===== src/rtl/sdf_stage_ctrl.sv =====
// sdf_stage_ctrl: sequencer for one radix-2 single-path delay-feedback stage.
// The first half-frame of samples is written into a FIFO (FILL). The second
// half-frame is paired with the FIFO contents: each accepted sample reads x1
// while x2 is registered, so the pair is valid one cycle after the read.
// The optional error flags are built only when SDF_CTRL_ERR_EN is defined;
// otherwise err_ovf/err_unf are tied to 0 and fifo_full/fifo_empty are ignored.
module sdf_stage_ctrl #(
  parameter int unsigned HALF_LOG2     = 10,
  parameter int unsigned TF_ADDR_LEN   = 10,
  parameter int unsigned TF_SHIFT      = 0,
  parameter int unsigned FRAME_CNT_LEN = 16
) (
  input  logic                     clk,
  input  logic                     rst,
  input  logic                     data_in_valid,
  input  logic                     flush,
  input  logic                     fifo_full,
  input  logic                     fifo_empty,
  output logic                     fifo_wr_en,
  output logic                     fifo_rd_en,
  output logic                     fifo_clr,
  output logic                     pair_valid,
  output logic [TF_ADDR_LEN-1:0]   tf_addr,
  output logic                     frame_done,
  output logic [FRAME_CNT_LEN-1:0] frame_cnt,
  output logic                     err_ovf,
  output logic                     err_unf
);

  typedef enum logic {
    FILL = 1'b0,
    PAIR = 1'b1
  } state_t;

  state_t                 state;
  state_t                 state_next;
  logic [HALF_LOG2-1:0]   idx;
  logic [HALF_LOG2-1:0]   idx_next;
  logic                   idx_last;
  logic                   accept;
  logic [TF_ADDR_LEN-1:0] tf_next;

  assign idx_last = &idx;
  assign accept   = data_in_valid & ~flush;
  // Widen (or truncate) first, then shift: bits pushed past TF_ADDR_LEN drop out.
  assign tf_next  = TF_ADDR_LEN'(idx) << TF_SHIFT;

  // State and half-frame index registers.
  always_ff @(posedge clk or posedge rst) begin
    if (rst) begin
      state <= FILL;
      idx   <= '0;
    end else begin
      state <= state_next;
      idx   <= idx_next;
    end
  end

  // Next state: flush wins, otherwise advance on every accepted sample and
  // toggle FILL/PAIR when the last sample of a half-frame is taken.
  always_comb begin
    state_next = state;
    idx_next   = idx;
    if (flush) begin
      state_next = FILL;
      idx_next   = '0;
    end else if (data_in_valid) begin
      if (idx_last) begin
        idx_next   = '0;
        state_next = (state == FILL) ? PAIR : FILL;
      end else begin
        idx_next = idx + HALF_LOG2'(1);
      end
    end
  end

  // FIFO enables, aligned with the sample presented this cycle.
  always_comb begin
    fifo_wr_en = 1'b0;
    fifo_rd_en = 1'b0;
    case (state)
      FILL:    fifo_wr_en = accept;
      PAIR:    fifo_rd_en = accept;
      default: begin
        fifo_wr_en = 1'b0;
        fifo_rd_en = 1'b0;
      end
    endcase
  end

  // Pair strobe, twiddle address and frame bookkeeping, one cycle after the read.
  always_ff @(posedge clk or posedge rst) begin
    if (rst) begin
      fifo_clr   <= 1'b0;
      pair_valid <= 1'b0;
      tf_addr    <= '0;
      frame_done <= 1'b0;
      frame_cnt  <= '0;
    end else begin
      fifo_clr   <= flush;
      pair_valid <= fifo_rd_en;
      frame_done <= fifo_rd_en & idx_last;
      if (fifo_rd_en) begin
        tf_addr <= tf_next;
      end
      if (fifo_rd_en && idx_last) begin
        frame_cnt <= frame_cnt + FRAME_CNT_LEN'(1);
      end
    end
  end

`ifdef SDF_CTRL_ERR_EN
  // Sticky diagnostics: the enable is still issued on the offending cycle.
  always_ff @(posedge clk or posedge rst) begin
    if (rst) begin
      err_ovf <= 1'b0;
      err_unf <= 1'b0;
    end else begin
      if (fifo_full && fifo_wr_en) begin
        err_ovf <= 1'b1;
      end
      if (fifo_empty && fifo_rd_en) begin
        err_unf <= 1'b1;
      end
    end
  end
`else
  logic unused_fifo_flags;

  assign unused_fifo_flags = fifo_full ^ fifo_empty;
  assign err_ovf           = 1'b0;
  assign err_unf           = 1'b0;
`endif

endmodule


===== config.mk =====
export PLATFORM = sky130hd
export DESIGN_NAME = sdf_stage_ctrl
export DESIGN_NICKNAME = d
export VERILOG_FILES = /design/src/rtl/sdf_stage_ctrl.sv
export SDC_FILE = /design/constraint.sdc
export NUM_CORES = 1
export LEC_CHECK = 0
export BUFFER_PORTS_ARGS = -buffer_cell sky130_fd_sc_hd__buf_2
export CAP_MARGIN = 10
export CORE_ASPECT_RATIO = 1.5
export CORE_MARGIN = 2
export CORE_UTILIZATION = 32
export CTS_BUF_LIST = sky130_fd_sc_hd__clkbuf_16
export DETAILED_ROUTE_END_ITERATION = 8
export SETUP_SLACK_MARGIN = 0.2
export SLEW_MARGIN = 20
export SYNTH_ARGS = -nofsm -noshare
export SYNTH_HDL_FRONTEND = slang
export SYNTH_SLANG_ARGS = --single-unit

===== constraint.sdc =====
create_clock -name clk -period 2.87 [get_ports clk]
set_input_delay 0.287 -clock clk [delete_from_list [all_inputs] [get_ports clk]]
set_output_delay 0.287 -clock clk [all_outputs]
set_load 0.02 [all_outputs]

==> qor.txt <==
Initial antenna violation count: 0
Sequential fraction of the synthesis area: 56.6%
Filler cells: 532
Max Fclk: 566 MHz
GR Util met3: 3.54%
Die X-Extent: 64.7 um
Clock Sinks: 40
Routed Wire Length: 3.17 mm
Num CTS Buffers: 5
Worst Setup EP: frame_cnt[1]$_DFFE_PP0P_
Synthesis-to-finish area growth: 21.1%
Maximum fanout along the worst path: 17
Flops & latches, synth: 40
Gr usage total: 11.7%
Setup TNS: 0 ns
CP max-delay cell: dfrtp_1
Distinct cells, synth: 27
I/O pin count: 39
WP data arrival: 1.92 ns
Cts repair resizes: 0
Number of cells on the critical path: 5
Setup slack at placement: 1.00 ns
CP startpoint: idx[0]$_DFFE_PP0P_
Lkg Pwr: 1.09 nW
Worst path top cell family by delay: simple AND/OR/NAND/NOR gates
TritonRoute pass-1 iters: 4
Synth top area share: 56.6%
Share of flip-flops with an asynchronous set or reset: 100%
Critical-path cell list: ha_1 -> nand2_1 -> nor4_4 -> buf_4 -> mux2_2
Final-report max-slew violation count: 0
Nets@finish: 198
Reg2reg end: frame_cnt[1]$_DFFE_PP0P_
RSZ-0062 raised after global routing: no
Worst path bufs/invs: 1
Critical Path RT: 3.03 ns
Critical Path Sink Type: flip-flop
Run status: finished, final reports clean
Initial core utilization: 32.7%
Final worst slack: 1.10 ns
Reg clk slew, reported paths: 0.05 ns
WL/cell: 12.2 um
Post-layout min period: 1.77 ns
Postcts setup bufs: 0
Cell taking the most area after synthesis: dfrtp_1
Std cell rows: 33
I/O Buffers: 34
Largest net degree at the start of global routing: 23
Syn avg cell area: 11.6 um^2
Critical Path Max Stage Delay: 0.40 ns
Commonest cells in the netlist: 40 x dfrtp_1, 20 x xnor2_1, 13 x nor2_1, 12 x nand2_1
PwrDens: 518 nW/um^2
R2R depth: 5
# diodes: 0
M1 GR Usage: 13.4%
Setup violation total in the final timing report: 0
Worst VDD drop: 0.289 mV
Final Power: 1.11 mW
Clk root buf: clkbuf_16
Ratio of cells with drive above 1 in the final layout: 30.0%
Max-Slew Margin vs Limit: 52.2%
Max Cap Violations: 0
CTS tree: yes
Crit path kind: reg2reg
Core area: 5410 um^2
R2R setup slack: 1.10 ns
EDFF count, synth: 0
Via count: 1177
Primary FF master, synth: dfrtp_1
Final worst-path cycle share: 61.5%
Layout Skew: 0.00212 ns
GR Util met2: 20.1%
Detailed placement HPWL: 2.29 mm
Synth area leaders: dfrtp_1 57%, xnor2_1 9.9%, mux2_2 6.4%, nand4_1 3.5%, nor2_1 2.8%
Cts hold-fix bufs: 0
GR peak layer: met2
Leading cell type by number of instances after synthesis: dfrtp_1
Type of the tightest min-delay check: in2async
# DRC: 0
Initial DRC count: 59
Via-to-Cell Ratio: 4.53
Worst Max-Slew Pin Slew: 0.717 ns
Gr ovfl total: 0
ANT nets after route: 0
Synthesized instance count: 152
Global-route wire length before repair: 5.44 mm
Vias in the first global route: 1136
Mapped cell area: 1770 um^2
Synth warn: 0
Max clock buf depth: 2
H-Tree Depth: 2
Global placement routability congestion: 0.708
Clock insertion delay at the later pin of the skew report: 0.27 ns
Die area: 6150 um^2
Die Y: 95.0 um
Final hold vios: 0
Crit path launch type: flip-flop
Worst r2r src: idx[0]$_DFFE_PP0P_
[power breakdown]
part	switching (mW)	total (mW)	internal (mW)
Clock	0.193	0.505	0.312
Combinational	0.0251	0.0333	0.00815
Sequential	0.00277	0.571	0.568
Total	0.221	1.11	0.887
[logic make-up after synthesis]
family | share of synthesized area (%)
AND/OR/NAND/NOR | 19.0
flip-flops | 56.6
XOR/XNOR | 11.9
buffers and inverters | 3.18
multiplexers | 6.37
AO/OA/AOI/OAI | 1.34
adder cells (fa/ha/maj) | 1.42
other | 0.212
[layout make-up]
| class | instances | area [um^2] | share of cell area [%] |
|---|---|---|---|
| clock inverter | 2 | 8.76 | 0.409 |
| clock buffer | 5 | 125 | 5.84 |
| sequential | 40 | 1000 | 46.8 |
| tap | 70 | 87.6 | 4.09 |
| inverter | 5 | 18.8 | 0.877 |
| multi-input combinational | 102 | 714 | 33.4 |
| timing repair buffer | 36 | 185 | 8.65 |
[flip-flops by register name, summed over array words and instances (netlist names)]
| name | flops |
|---|---|
| frame_cnt | 16 |
| idx | 10 |
| tf_addr | 10 |
| fifo_clr | 1 |
| frame_done | 1 |
| pair_valid | 1 |
| state | 1 |
[cell usage in the layout (no fill, tap or decap), types with 2 or more instances in the layout]
cell type,n
buf_4,2
a21oi_1,2
clkbuf_16,5
nand2_1,12
nor2_1,13
ha_1,2
dfrtp_1,40
xor2_1,4
mux2_2,10
inv_1,6
buf_2,34
nand4_1,10
conb_1,2
nor3_1,5
nand3_1,7
nand3_2,2
nor4_1,3
and3_1,2
xnor2_1,20
[metrics by stage]
step / hold WS (ns) / std cells / instance area [um^2] / utilization, %
5_1_grt: 0.205 / 260 / 2140 / 39.6
2_1_floorplan: 0.318 / 153 / 1770 / -
4_1_cts: 0.148 / 260 / 2140 / 39.6
6_report: 0.124 / 260 / 2140 / 39.6
3_3_place_gp: 0.439 / 253 / 2010 / 37.1
3_5_place_dp: 0.446 / 253 / 2010 / 37.1
[per-layer routing]
metal	vias up	part of all wire, %
met5	-	0
met4	0	1.5
met3	5	5.0
met2	30	52
met1	556	41
li1	586	-
[worst min-delay path by stage]
| stage | to | from |
|---|---|---|
| global route | frame_cnt[15]$_DFFE_PP0P_ | rst |
| floorplan | fifo_clr$_DFF_PP0_ | flush |
| global placement | frame_done$_DFF_PP0_ | rst |
| finish | frame_cnt[12]$_DFFE_PP0P_ | rst |
| CTS | frame_done$_DFF_PP0_ | rst |
| detailed placement | frame_done$_DFF_PP0_ | rst |
(Power assumes the default switching activity.)
